`src/rtl/disp_scan_ctrl.sv`:
```
// 4-digit multiplexed display scanner.
// A prescaler paces the digit index; new 16-bit values are double-buffered
// through a shadow register and become visible only at a frame boundary,
// so a frame never mixes old and new digits.
module disp_scan_ctrl #(
  parameter int TICK_DIV = 400000
) (
  input  logic        i_clk,
  input  logic        i_reset,
  input  logic        i_enable,
  input  logic        i_lz_en,
  input  logic        i_load_valid,
  input  logic [15:0] i_load_data,
  output logic        o_load_ready,
  output logic [1:0]  o_control,
  output logic [3:0]  o_digit_out,
  output logic [7:0]  o_anode,
  output logic        o_frame_tick
);

  localparam int             PW   = $clog2(TICK_DIV);
  localparam logic [PW-1:0]  LAST = PW'(TICK_DIV - 1);

  logic [PW-1:0]  r_presc;
  logic [1:0]     r_control;
  logic           r_frame_tick;
  logic [15:0]    r_shadow;
  logic [15:0]    r_active;
  logic           r_pending;

  logic           w_tick;
  logic           w_wrap;
  logic           w_accept;
  logic [3:0][3:0] w_nib;
  logic [3:0]     w_lit_mask;
  logic           w_lit;

  assign w_tick   = (r_presc == LAST);
  assign w_wrap   = w_tick && (r_control == 2'd3);
  assign w_accept = i_load_valid && !r_pending;

  // Prescaler and digit index; index advances on the prescaler's last count.
  always_ff @(posedge i_clk) begin
    if (i_reset) begin
      r_presc   <= '0;
      r_control <= 2'd0;
    end else if (w_tick) begin
      r_presc   <= '0;
      r_control <= r_control + 2'd1;
    end else begin
      r_presc   <= r_presc + PW'(1);
    end
  end

  // Frame tick: registered, high in the first index-0 cycle after a wrap.
  always_ff @(posedge i_clk) begin
    if (i_reset) r_frame_tick <= 1'b0;
    else         r_frame_tick <= w_wrap;
  end

  // Load handshake and frame-aligned commit. Commit needs pending=1 and
  // accept needs pending=0, so the two never fire on the same edge.
  always_ff @(posedge i_clk) begin
    if (i_reset) begin
      r_shadow  <= '0;
      r_active  <= '0;
      r_pending <= 1'b0;
    end else if (w_wrap && r_pending) begin
      r_active  <= r_shadow;
      r_pending <= 1'b0;
    end else if (w_accept) begin
      r_shadow  <= i_load_data;
      r_pending <= 1'b1;
    end
  end

  // Digit k is lit unless suppression is on and nibbles k..3 are all zero.
  assign w_lit_mask[0] = 1'b1;
  for (genvar k = 1; k < 4; k++) begin : g_lz
    assign w_lit_mask[k] = !i_lz_en || (|r_active[15:4*k]);
  end

  assign w_nib = r_active;
  assign w_lit = i_enable && w_lit_mask[r_control];

  // Outputs: digit select, anode drive (active low), handshake.
  always_comb begin
    o_anode = 8'hFF;
    if (w_lit) o_anode[3:0] = ~(4'b0001 << r_control);
  end

  assign o_digit_out  = w_nib[r_control];
  assign o_control    = r_control;
  assign o_load_ready = !r_pending;
  assign o_frame_tick = r_frame_tick;

endmodule

```
`config.mk`:
```
export PLATFORM = sky130hd
export DESIGN_NAME = disp_scan_ctrl
export DESIGN_NICKNAME = d
export VERILOG_FILES = /design/src/rtl/disp_scan_ctrl.sv
export SDC_FILE = /design/constraint.sdc
export NUM_CORES = 1
export LEC_CHECK = 0
export ABC_CLOCK_PERIOD_IN_PS = 2100
export CAP_MARGIN = 20
export CELL_PAD_IN_SITES_DETAIL_PLACEMENT = 0
export CELL_PAD_IN_SITES_GLOBAL_PLACEMENT = 1
export CORE_MARGIN = 1
export CORE_UTILIZATION = 40
export DETAILED_ROUTE_END_ITERATION = 8
export PLACE_DENSITY_LB_ADDON = 0.1
export SETUP_SLACK_MARGIN = 0.3
export SYNTH_ARGS = -nofsm -noshare
export SYNTH_HDL_FRONTEND = slang
export SYNTH_SLANG_ARGS = --single-unit
```
`constraint.sdc`:
```
create_clock -name i_clk -period 2.1 [get_ports i_clk]
set_input_delay 0.315 -clock i_clk [delete_from_list [all_inputs] [get_ports i_clk]]
set_output_delay 0.315 -clock i_clk [all_outputs]
set_load 0.02 [all_outputs]
```
# Word level (Yosys, flattened, before mapping)
# Index checks and enable logic that the tools add are counted.
# word_totals
register_bits,55
input_bits,21
output_inout_bits,16
elab_cells,34
# op_classes
add_sub_neg,2
magnitude_cmp,1
eq_ne,2
n_shift,1
mux,5
bitwise_logic,2
reduce_logical,15
# op_table
op,count
adder 19 x 1 -> 19 bit (second input constant),1
equality test 19 bit (second input constant),1
OR reduction 12 bit,1
binary-select mux 4 bit (select 2 bit),1
2-to-1 mux 4 bit,2
OR reduction 8 bit,1
logical AND 1 bit,4
inverter 4 bit,1
OR reduction 2 bit,2
OR reduction 4 bit,1
<< shifter 1 x 2 -> 4 bit (first input constant),1
logical OR 1 bit,3
< comparator 2 x 3 -> 1 bit (second input constant),1
adder 2 x 1 -> 2 bit (second input constant),1
binary-select mux 1 bit (select 2 bit),1
equality test 2 bit (second input constant),1
zero test 1 bit,2
AND reduction 2 bit,1
2-to-1 mux 1 bit,1
inverter 1 bit,1

# Depth between registers and ports, before layout
# Gate-level depths: netlist of run 1.
# logic_depth
depth_word,6
depth_mapped,7
mapped_depth_nobuf,5

# Worst setup path after synthesis of run 1
# OpenSTA, ideal clock, no wires.
# synth_path
path_type,register -> register
from,"register r_control[1], in the netlist o_control[1]"
to,register r_active[10]
setup_time_ns,0.132
arrival_time_ns,1.778
required_ns,1.968
path_slack_ns,0.190
path_stages_with_launch,8
path_buffers,2
period_less_slack_ns,1.910
cell_sequence,dfxtp_1 -> ha_1 -> and2_1 -> clkbuf_1 -> nand4b_1 -> clkbuf_1 -> o21ai_0 -> a21oi_1
# synth_between
elab_chain_len,3
# synth_rtl
element,line_no,rtl
start: declaration,25,logic [1:0] r_control;
start signal: assignment,49,r_control <= r_control + 2'd1;
equality test 2 bit,39,assign w_wrap = w_tick && (r_control == 2'd3);
logical AND 1 bit,39,
logical AND 1 bit,68,end else if (w_wrap && r_pending) begin
end signal: assignment,69,r_active <= r_shadow;
end: declaration,28,logic [15:0] r_active;
# Every way passes these cells.
# A chain may end at the register's enable or synchronous reset.

# Final worst setup path of run 1
# layout_path
from,register r_active[10]
to,output o_anode[1]
# layout_between
elab_chain_len,6
word_cells_on_any_way,8
cone_classes,mux (3); reduce/logical (5)
# layout_rtl
element,line_no,rtl
OR reduction 12 bit or OR reduction 8 bit (tied branches),80,assign w_lit_mask[k] = !i_lz_en || (|r_active[15:4*k]);
logical OR 1 bit,80,
binary-select mux 1 bit (select 2 bit) (*),84,assign w_lit = i_enable && w_lit_mask[r_control];
2-to-1 mux 1 bit (not written as such) (*),84,
logical AND 1 bit (*),84,
2-to-1 mux 4 bit (*),89,if (w_lit) o_anode[3:0] = ~(4'b0001 << r_control);
end: declaration,17,"output logic [7:0] o_anode,"
# Mark *: on every way between the ends. The rest lies on a longest branch, timed or not. The select of a mux whose other input is x is not followed.

==> out/results.ini, run 1 <==
[logic_synthesis]
netlist.top_cell.by_area = sky130_fd_sc_hd__dfxtp_1
synth_cell_types = 38
netlist_area_mm2 = 0.002482
synth_area_leaders = sky130_fd_sc_hd__dfxtp_1 (44%), sky130_fd_sc_hd__a21oi_1 (7.1%), sky130_fd_sc_hd__nand2_1 (5.9%)
synth.yosys.seq_area_share_pct = 44.35
ys_seq_elements = 55
portion_of_synthesized_cell_area_occupied_by_the_leading_cell_type_pct = 44.35
syn-mean-instance-area_um2 = 8.501
synthCells = 292
yosys_warnings = 0

[die]
placeableCoreArea_mm2 = 0.005956
io_pins = 37
chipHeight_um = 80.78
die_width_um = 80.78
initial_core_util_pct = 41.68
core.rowCount = 28
die-area_mm2 = 0.006525

[route]
total_iterations_of_the_first_detailed_routing_run = 4
drc = 0
wl_um = 5643
drt_iter0_markers = 80
avgRoutedWirePerCell_um = 13.97
via_per_inst = 5.255
vias = 2123
ant_nets = 0

[global_route]
grt_remaining_overflow = 0
grt_max_degree = 23
number_of_global_route_vias_before_repair = 1929
antenna_found_initial = 0
grt_use_total_pct = 18.75
global_route_wire_length_before_repair_um = 9315

[layout]
nFillCells = 608
drive_gt1_share_pct = 16.72
sequential_cell_area_mm2 = 0.001107
syn_to_final_growth_pct = 25.45
mostFrequentLayoutCells = sky130_fd_sc_hd__dfxtp_1 (50), sky130_fd_sc_hd__nand2_1 (38), sky130_fd_sc_hd__a21oi_1 (34)
design.final.nets = 354
layout_commonest_cell = sky130_fd_sc_hd__dfxtp_1
antenna-diode-count = 0
combined_area_of_the_multi_input_logic_cells_mm2 = 0.001289
postLayoutCellArea_mm2 = 0.003114

[sta]
worst_pin_slew_ps = 524.1
timing.final.crit_share_pct = 98.94
worst_slew_margin_rel_pct = 64.98
finalMaxSlewViolations = 0
hold_ws_ps = 451.2
worst_clock_skew_ps = 7.875
setup_violations = 0
max_freq_mhz = 481.3
setup_repair_after_global_routing_missed_its_margin = true
finalHoldViolations = 0
min_period_ps = 2078

[clock_network]
cts_tree = built
cts_inserted_buffers = 5
clock-root-buffer = sky130_fd_sc_hd__clkbuf_8
clk_transition_reported_paths_ps = 90
htree_num_levels = 2
clock_insertion_delay_worst_skew_ps = 310
cts_hold_buf = 0
clock_tree.buffer_depth = 2
clock_sinks = 55

[place]
dp_wirelength_um = 4015
post_dp_cell_area_mm2 = 0.002899
placement.io_buffers = 32
gpl.final_weighted_congestion = 0.8228

[critical_path]
crit_end_category = output port
worstPathRequired_ps = 1780
critPathArrivalTime_ps = 1760
crit_type = register to output port
startpoint_type = register
worst-path-max-fanout = 4

[power]
pwr_density_cell_mw_per_mm2 = 619.8
irDropWorstVdd_uv = 311.3
p_leak_nw = 1.091

[flow_run]
drv_cap = 0

[min_path]
hold_path.class = register to register

[outcome]
run_status = finished, final reports clean

[repair_timing]
action | in CTS | in global routing
endpoints found under the setup margin | 30 | 44
endpoints found under the hold margin | 0 | 0
setup buffers | 2 | 2
pin swaps | 8 | 6
gates resized for setup | 53 | 13
cloned | 0 | 1
[worst paths after layout]
check | from | to | slack (ps) | cells after the start
min reg2reg | r_presc[0]$_SDFF_PP0_ | r_presc[0]$_SDFF_PP0_ | 450 | 1
max reg2reg | r_presc[3]$_SDFF_PP0_ | o_control[0]$_SDFFE_PP0P_ | 390 | 5
max | r_active[10]$_SDFFE_PP0P_ | o_anode[1] | 20 | 5
min | r_presc[0]$_SDFF_PP0_ | r_presc[0]$_SDFF_PP0_ | 450 | 1
[per-layer routing]
| metal | up-vias | track usage, % | share of wire (%) |
|---|---|---|---|
| met3 | 5 | 3.820 | 3.0 |
| met2 | 39 | 26.10 | 41 |
| met4 | 0 | 6.071 | 0.85 |
| li1 | 1092 | - | - |
| met5 | - | 0 | 0 |
| met1 | 987 | 28.48 | 55 |
[report_power, final]
part           switching (mW)  internal (mW)  leakage (nW)
clock                   0.336          0.386        0.0612
sequential             0.0170           1.07         0.448
combinational          0.0626         0.0617         0.581
total                   0.416           1.51          1.09
[cell families (layout without fill, tap and decap cells)]
| group | after synthesis | count (layout) | share of synthesized area (%) |
|---|---|---|---|
| simple gates | 121 | 121 | 25.35 |
| compound gates | 59 | 59 | 12.40 |
| flops | 55 | 55 | 44.35 |
| buf+inv | 31 | 65 | 5.897 |
| xor+xnor | 15 | 15 | 5.292 |
| fa+ha+maj | 5 | 5 | 2.520 |
| mux | 5 | 5 | 4.032 |
| other cells | 1 | 4 | 0.1511 |
[cell usage after synthesis]
cell type / n
sky130_fd_sc_hd__xnor2_1: 11
sky130_fd_sc_hd__inv_1: 7
sky130_fd_sc_hd__a31oi_1: 1
sky130_fd_sc_hd__conb_1: 1
sky130_fd_sc_hd__nor3_1: 5
sky130_fd_sc_hd__o211ai_1: 1
sky130_fd_sc_hd__or3_1: 2
sky130_fd_sc_hd__mux2i_1: 1
sky130_fd_sc_hd__a211oi_1: 1
sky130_fd_sc_hd__nand2b_1: 1
sky130_fd_sc_hd__and3b_1: 1
sky130_fd_sc_hd__o21ai_1: 3
sky130_fd_sc_hd__nand3b_1: 1
sky130_fd_sc_hd__a21oi_1: 35
sky130_fd_sc_hd__nand4b_1: 1
sky130_fd_sc_hd__a21oi_2: 1
sky130_fd_sc_hd__dfxtp_1: 55
sky130_fd_sc_hd__xor2_1: 4
sky130_fd_sc_hd__and2_1: 2
sky130_fd_sc_hd__buf_1: 2
sky130_fd_sc_hd__nand4_1: 22
sky130_fd_sc_hd__buf_2: 3
sky130_fd_sc_hd__mux4_2: 4
sky130_fd_sc_hd__nor2_1: 22
sky130_fd_sc_hd__o21ai_0: 16
sky130_fd_sc_hd__or4_4: 1
sky130_fd_sc_hd__ha_1: 5
sky130_fd_sc_hd__nand2_1: 39
sky130_fd_sc_hd__nor4b_2: 1
sky130_fd_sc_hd__nand4_2: 1
sky130_fd_sc_hd__nor4_4: 1
sky130_fd_sc_hd__or4_1: 2
sky130_fd_sc_hd__a21o_1: 1
sky130_fd_sc_hd__nor2b_1: 1
sky130_fd_sc_hd__nor4_1: 8
sky130_fd_sc_hd__nand3_1: 10
sky130_fd_sc_hd__clkbuf_1: 12
sky130_fd_sc_hd__buf_4: 7
[worst max-delay path: stages, from the launching register on]
cell	delay, ps
sky130_fd_sc_hd__dfxtp_1	320
sky130_fd_sc_hd__or4_4	560
sky130_fd_sc_hd__a21oi_2	150
sky130_fd_sc_hd__o211ai_1	160
sky130_fd_sc_hd__nand3_1	140
sky130_fd_sc_hd__buf_6	120
[through the flow]
step                      utilization [%]  setup slack, ps  cells  TNS (ps)  total power, mW
after global placement              48.68           -177.1    391    -706.5            1.227
final                               52.29            22.36    404         0            1.930
after global routing                52.29           -111.4    404    -375.9            2.024
after floorplan                         -            310.9    295         0            1.172
after CTS                           51.34            9.264    401         0            1.958
after detailed placement            48.68           -202.1    391    -792.1            1.229
[sequential cells by signal, indices dropped and copies added (netlist names)]
register      flops
r_pending         1
r_presc          19
o_frame_tick      1
r_active         16
r_shadow         16
o_control         2
[final cells by class]
cell class                 instances  area share [%]
inverter                           7          0.8437
multi-input combinational        209           41.38
tap                               75           3.013
clock buffer                       6           2.652
clock inverter                     2           1.125
sequential                        55           35.56
timing repair buffer              50           15.43
Power figures use the tool's default switching activity.
==> run 2: changes to the inputs <==
Settings changed: SETUP_SLACK_MARGIN 0.3 to not set.
==> run 2 against run 1 <==
Compared with the run above:
- global-route usage fell by 0.74 points
- hold slack improved by 9.5 ps
- sequential share of layout area rose by 1.1 points
- non-clock buffer count fell by 3
- critical endpoint is now o_anode[0]
==> out/results.ini, run 2 (synthesized netlist as in run 1, its figures left out) <==
[min_path]
whs_path_depth = 1  ; unchanged
min_delay_worst_endpoint = r_presc[0]$_SDFF_PP0_  ; unchanged
worstHoldStart = r_presc[0]$_SDFF_PP0_  ; unchanged
hold_path.class = register to register  ; unchanged

[sta]
worst_clock_skew_ps = 7.878  ; was 7.875 ps
worst_slew_margin_rel_pct = 64.76  ; was 64.98%
setup_violations = 0  ; unchanged
max_freq_mhz = 481.4  ; was 481.3 MHz
worst_path_setup_slack_after_routing_ps = 22.93  ; was 22.36 ps
setup_repair_after_global_routing_missed_its_margin = true  ; unchanged
hold_ws_ps = 460.7  ; was 451.2 ps
min_period_ps = 2077  ; was 2078 ps
worst_pin_slew_ps = 527.3  ; was 524.1 ps
finalMaxSlewViolations = 0  ; unchanged
finalHoldViolations = 0  ; unchanged
timing.final.crit_share_pct = 98.91  ; was 98.94%

[global_route]
grt_remaining_overflow = 0  ; unchanged
antenna_found_initial = 0  ; unchanged
number_of_global_route_vias_before_repair = 1845  ; was 1929
grt_max_degree = 21  ; was 23
grt_use_total_pct = 18.02  ; was 18.75%
global_route_wire_length_before_repair_um = 8990  ; was 9315 µm

[clock_network]
cts_inserted_buffers = 5  ; unchanged
clk_transition_reported_paths_ps = 100  ; was 90 ps
clock-root-buffer = sky130_fd_sc_hd__clkbuf_8  ; unchanged
cts_hold_buf = 0  ; unchanged
clock_sinks = 55  ; unchanged
cts_tree = built  ; unchanged
clock_tree.buffer_depth = 2  ; unchanged
htree_num_levels = 2  ; unchanged
clock_insertion_delay_worst_skew_ps = 300  ; was 310 ps

[layout]
antenna-diode-count = 0  ; unchanged
syn_to_final_growth_pct = 21.12  ; was 25.45%
mostFrequentLayoutCells = sky130_fd_sc_hd__dfxtp_1 (54), sky130_fd_sc_hd__nand2_1 (39), sky130_fd_sc_hd__a21oi_1 (35)  ; was sky130_fd_sc_hd__dfxtp_1 (50), sky130_fd_sc_hd__nand2_1 (38), sky130_fd_sc_hd__a21oi_1 (34)
largest_reg_flops = 19  ; unchanged
registers.top_by_ff_count = r_presc  ; unchanged
layout_commonest_cell = sky130_fd_sc_hd__dfxtp_1  ; unchanged
design.final.nets = 351  ; was 354
sequential_cell_area_mm2 = 0.001102  ; was 0.001107 mm²
postLayoutCellArea_mm2 = 0.003007  ; was 0.003114 mm²
nFillCells = 613  ; was 608
drive_gt1_share_pct = 11.66  ; was 16.72%
reg_top3 = r_presc (19), r_active (16), r_shadow (16)  ; unchanged
combined_area_of_the_multi_input_logic_cells_mm2 = 0.001256  ; was 0.001289 mm²

[critical_path]
critical-path-max-stage-delay_ps = 530  ; was 560 ps
crit_end_category = output port  ; unchanged
path_cells = or4_4 > a21oi_1 > o211ai_1 > nand3_1 > buf_6  ; was or4_4 > a21oi_2 > o211ai_1 > nand3_1 > buf_6
crit_type = register to output port  ; unchanged
r2r-start = r_presc[0]$_SDFF_PP0_  ; was r_presc[3]$_SDFF_PP0_
master_of_the_slowest_instance_on_the_critical_path = sky130_fd_sc_hd__or4_4  ; unchanged
startpoint_type = register  ; unchanged
reg2reg_to = r_active[4]$_SDFFE_PP0P_  ; was o_control[0]$_SDFFE_PP0P_
r2r_slack_ps = 180  ; was 390 ps
worst-path-max-fanout = 4  ; unchanged
critPathArrivalTime_ps = 1760  ; about the same
r2r.worst_path.cells = 6  ; was 5
worstPathRequired_ps = 1780  ; about the same

[place]
dp_wirelength_um = 3912  ; was 4015 µm
placement.io_buffers = 32  ; unchanged
post_dp_cell_area_mm2 = 0.002900  ; was 0.002899 mm²
place_worst_setup_slack_ps = -195.7  ; was -202.1 ps
gpl.final_weighted_congestion = 0.7898  ; was 0.8228

[die]
chipHeight_um = 80.78  ; unchanged
core.rowCount = 28  ; unchanged
placeableCoreArea_mm2 = 0.005956  ; unchanged
initial_core_util_pct = 41.68  ; unchanged
die-area_mm2 = 0.006525  ; unchanged
io_pins = 37  ; unchanged
die_width_um = 80.78  ; unchanged

[route]
avgRoutedWirePerCell_um = 13.80  ; was 13.97 µm
vias = 2088  ; was 2123
ant_nets = 0  ; unchanged
via_per_inst = 5.207  ; was 5.255
drc = 0  ; unchanged
drt_iter0_markers = 107  ; was 80
wl_um = 5533  ; was 5643 µm
total_iterations_of_the_first_detailed_routing_run = 4  ; unchanged

[outcome]
run_status = finished, final reports clean  ; unchanged

[power]
p_leak_nw = 1.046  ; was 1.091 nW
irDropWorstVdd_uv = 308.7  ; was 311.3 µV
pwr_density_cell_mw_per_mm2 = 604.3  ; was 619.8 mW/mm²

[flow_run]
drv_cap = 0  ; unchanged

-- run 2: cell count changes in the layout (fill, tap and decap cells not counted), sizes merged --
cell	delta
buf	-7
dlygate4sd2	+4
bufinv	-1
clkbuf	+1
clkdlybuf4s50	+1
dlymetal6s2s	-1
-- run 2: critical path, delay by kind of cell (launching register included) --
kind | cells | cell delay (ps)
DFF | 1 | 340
and+or+nand+nor | 2 | 680
AOI/OAI and AO/OA | 2 | 320
buffers and inverters | 1 | 120
-- run 2: worst max path at each step --
stage	start	end	slack (ps)	cells after the start
finish	r_active[8]$_SDFFE_PP0P_	o_anode[0]	20	5
global route	r_active[8]$_SDFFE_PP0P_	o_anode[0]	-70	5
CTS	r_active[8]$_SDFFE_PP0P_	o_anode[0]	10	5
detailed placement	r_active[8]$_SDFFE_PP0P_	o_anode[0]	-200	5
global placement	r_active[8]$_SDFFE_PP0P_	o_anode[1]	-180	5
floorplan	o_control[1]$_SDFFE_PP0P_	r_active[10]$_SDFFE_PP0P_	190	7
-- run 2: per-stage QoR --
stage | utilization, % | power [mW] | setup TNS [ps] | instances
3_3_place_gp | 48.70 | 1.227 | -705.3 | 393
5_1_grt | 50.48 | 1.896 | -190.7 | 401
4_1_cts | 50.21 | 1.838 | 0 | 401
3_5_place_dp | 48.70 | 1.229 | -770.3 | 393
6_report | 50.48 | 1.817 | 0 | 401
2_1_floorplan | - | 1.172 | 0 | 295
-- run 2: power by group --
group          leakage [nW]  internal [mW]  switching [mW]
logic                 0.551         0.0601          0.0631
clock network        0.0484          0.271           0.341
registers             0.447           1.07          0.0152
-- run 2: timing repair --
action	CTS	global route
endpoints found under the setup margin	8	4
pin swaps	3	3
setup buffers	0	0
gates resized for setup	26	5
-- run 2: cell type report --
class,count,area share [%]
multi-input cells,209,41.78
repair buffers,47,14.40
clock inverters,1,0.2913
well taps,75,3.121
clock buffers,7,2.871
inverters,7,0.8739
flip-flops and latches,55,36.66
-- run 2: layer usage --
metal / wire length [µm] / GRT usage (%) / vias to the layer above
met2: 2184 / 24.41 / 35
met1: 3127 / 28.43 / 956
met3: 167 / 2.809 / 5
met5: 0 / 0 / -
met4: 55 / 5.893 / 0
li1: - / - / 1092
==> run 3: changes to the inputs <==
Settings changed: SETUP_SLACK_MARGIN set to 0.4.
==> run 3 against run 2 <==
Compared with the run above:
- wire length grew 12%
- power decreased by 2.3%
- hold slack worse by 13 ps
- maximum frequency decreased by 0.63%
- via count up 5.5%
- final cell count increased by 3.2%
- global-route usage grew 1.1 points
- flip-flop and latch count unchanged
- count of clock-buffer cells in the layout unchanged
==> out/results.ini, run 3 (synthesized netlist as in run 1, its figures left out) <==
[layout]
design.final.nets = 364  ; was 351
registers.top_by_ff_count = r_presc  ; unchanged
drive_gt1_share_pct = 26.84  ; was 11.66%
postLayoutCellArea_mm2 = 0.003352  ; was 0.003007 mm²
antenna-diode-count = 0  ; unchanged
layout_commonest_cell = sky130_fd_sc_hd__dfxtp_1  ; unchanged
reg_top3 = r_presc (19), r_active (16), r_shadow (16)  ; unchanged
mostFrequentLayoutCells = sky130_fd_sc_hd__dfxtp_1 (44), sky130_fd_sc_hd__nand2_1 (38), sky130_fd_sc_hd__a21oi_1 (30)  ; was sky130_fd_sc_hd__dfxtp_1 (54), sky130_fd_sc_hd__nand2_1 (39), sky130_fd_sc_hd__a21oi_1 (35)
finalNonFillerCells = 414  ; was 401
syn_to_final_growth_pct = 35.03  ; was 21.12%
largest_reg_flops = 19  ; unchanged

[outcome]
run_status = finished, final reports clean  ; unchanged

[place]
placement.io_buffers = 32  ; unchanged
gpl.final_weighted_congestion = 0.7727  ; was 0.7898
post_dp_cell_area_mm2 = 0.002905  ; was 0.002900 mm²
dp_wirelength_um = 3996  ; was 3912 µm
placed_cells_incl_taps = 393  ; unchanged

[flow_run]
drv_cap = 0  ; unchanged

[route]
total_iterations_of_the_first_detailed_routing_run = 4  ; unchanged
wl_um = 6170  ; was 5533 µm
drt_iter0_markers = 135  ; was 107
ant_nets = 0  ; unchanged
vias = 2202  ; was 2088
avgRoutedWirePerCell_um = 14.90  ; was 13.80 µm
via_per_inst = 5.319  ; was 5.207
drc = 0  ; unchanged

[sta]
timing.final.crit_share_pct = 99.54  ; was 98.91%
worst_slew_margin_rel_pct = 63.65  ; was 64.76%
min_period_ps = 2090  ; was 2077 ps
finalMaxSlewViolations = 0  ; unchanged
worst_clock_skew_ps = 7.588  ; was 7.878 ps
setup_repair_after_global_routing_missed_its_margin = true  ; unchanged
setup_violations = 0  ; unchanged
worst_pin_slew_ps = 543.9  ; was 527.3 ps
finalHoldViolations = 0  ; unchanged
max_freq_mhz = 478.4  ; was 481.4 MHz

[power]
p_leak_nw = 1.198  ; was 1.046 nW
irDropWorstVdd_uv = 297.2  ; was 308.7 µV
power_mw = 1.775  ; was 1.817 mW
pwr_density_cell_mw_per_mm2 = 529.4  ; was 604.3 mW/mm²

[global_route]
grt_use_total_pct = 19.08  ; was 18.02%
grt_max_degree = 27  ; was 21
grt_remaining_overflow = 0  ; unchanged
number_of_global_route_vias_before_repair = 1800  ; was 1845
global_route_wire_length_before_repair_um = 9370  ; was 8990 µm
antenna_found_initial = 0  ; unchanged

[die]
chipHeight_um = 80.78  ; unchanged
io_pins = 37  ; unchanged
die-area_mm2 = 0.006525  ; unchanged
die_width_um = 80.78  ; unchanged
core.rowCount = 28  ; unchanged
placeableCoreArea_mm2 = 0.005956  ; unchanged
initial_core_util_pct = 41.68  ; unchanged

[clock_network]
clock_tree.buffer_depth = 2  ; unchanged
cts_inserted_buffers = 5  ; unchanged
cts_hold_buf = 0  ; unchanged
clock_insertion_delay_worst_skew_ps = 310  ; was 300 ps
cts_tree = built  ; unchanged
clock-root-buffer = sky130_fd_sc_hd__clkbuf_8  ; unchanged
htree_num_levels = 2  ; unchanged
clk_transition_reported_paths_ps = 90  ; was 100 ps
clock_sinks = 55  ; unchanged

[critical_path]
startpoint_type = register  ; unchanged
crit_type = register to output port  ; unchanged
critPathTopFamily = simple AND/OR/NAND/NOR gates  ; unchanged
worst-path-max-fanout = 4  ; unchanged
r2r_slack_ps = 370  ; was 180 ps
critPathBufInv = 1  ; unchanged
path_cells = or4_4 > a21oi_1 > o211ai_1 > nand3_1 > buf_6  ; unchanged
critPathArrivalTime_ps = 1780  ; was 1760 ps
critical-path-max-stage-delay_ps = 510  ; was 530 ps
worstPathRequired_ps = 1780  ; about the same
master_of_the_slowest_instance_on_the_critical_path = sky130_fd_sc_hd__or4_4  ; unchanged
crit_end_category = output port  ; unchanged

[min_path]
hold_path.class = register to register  ; unchanged

==> run 3: per-layer routing <==
| layer | global-route usage, % | wire, µm | up-vias | part of all wire, % |
|---|---|---|---|---|
| met5 | 0 | 0 | - | 0 |
| met4 | 5.893 | 65 | 0 | 1.1 |
| met3 | 4.045 | 246 | 5 | 4.0 |
| met2 | 24.75 | 2550 | 41 | 41 |
| met1 | 30.50 | 3307 | 1040 | 54 |
| li1 | - | - | 1116 | - |
==> run 3: final timing paths <==
kind,from,endpoint,cells after the start
min,r_presc[0]$_SDFF_PP0_,r_presc[0]$_SDFF_PP0_,1
min reg2reg,r_presc[0]$_SDFF_PP0_,r_presc[0]$_SDFF_PP0_,1
max,r_active[9]$_SDFFE_PP0P_,o_anode[0],5
max reg2reg,r_presc[4]$_SDFF_PP0_,r_active[9]$_SDFFE_PP0P_,5
==> run 3: power by group <==
part	internal, mW	switching (mW)	total (mW)
Sequential	1.06	0.0170	1.08
Clock	0.235	0.332	0.567
Combinational	0.0643	0.0659	0.130
Total	1.36	0.414	1.77
==> run 3: repair_timing <==
| action | CTS | global route |
|---|---|---|
| cloned | 1 | 4 |
| pin swaps | 5 | 28 |
| hold endpoints to repair | 0 | 0 |
| setup buffers | 2 | 6 |
| setup endpoints to repair | 47 | 47 |
| resized for setup | 68 | 54 |
==> run 3: area by class of cell <==
| class | instances | area [µm²] |
|---|---|---|
| Clock buffer | 7 | 76.32 |
| Clock inverter | 1 | 5.005 |
| Fill cell | 576 | 2604 |
| Inverter | 7 | 26.28 |
| Multi-Input combinational cell | 209 | 1425 |
| Sequential cell | 55 | 1127 |
| Tap cell | 75 | 93.84 |
| Timing Repair Buffer | 60 | 598.1 |
==> run 3: through the flow <==
step                      worst slack, ps  hold WS (ps)  util (%)  TNS [ps]
final                               9.682         448.2     56.28         0
after detailed placement           -186.5         444.9     48.78    -735.2
after global placement             -178.4         435.7     48.78    -706.3
after CTS                           25.91         447.6     51.43         0
after floorplan                     367.7         419.8         -         0
after global routing               -83.09         463.5     56.28    -262.7
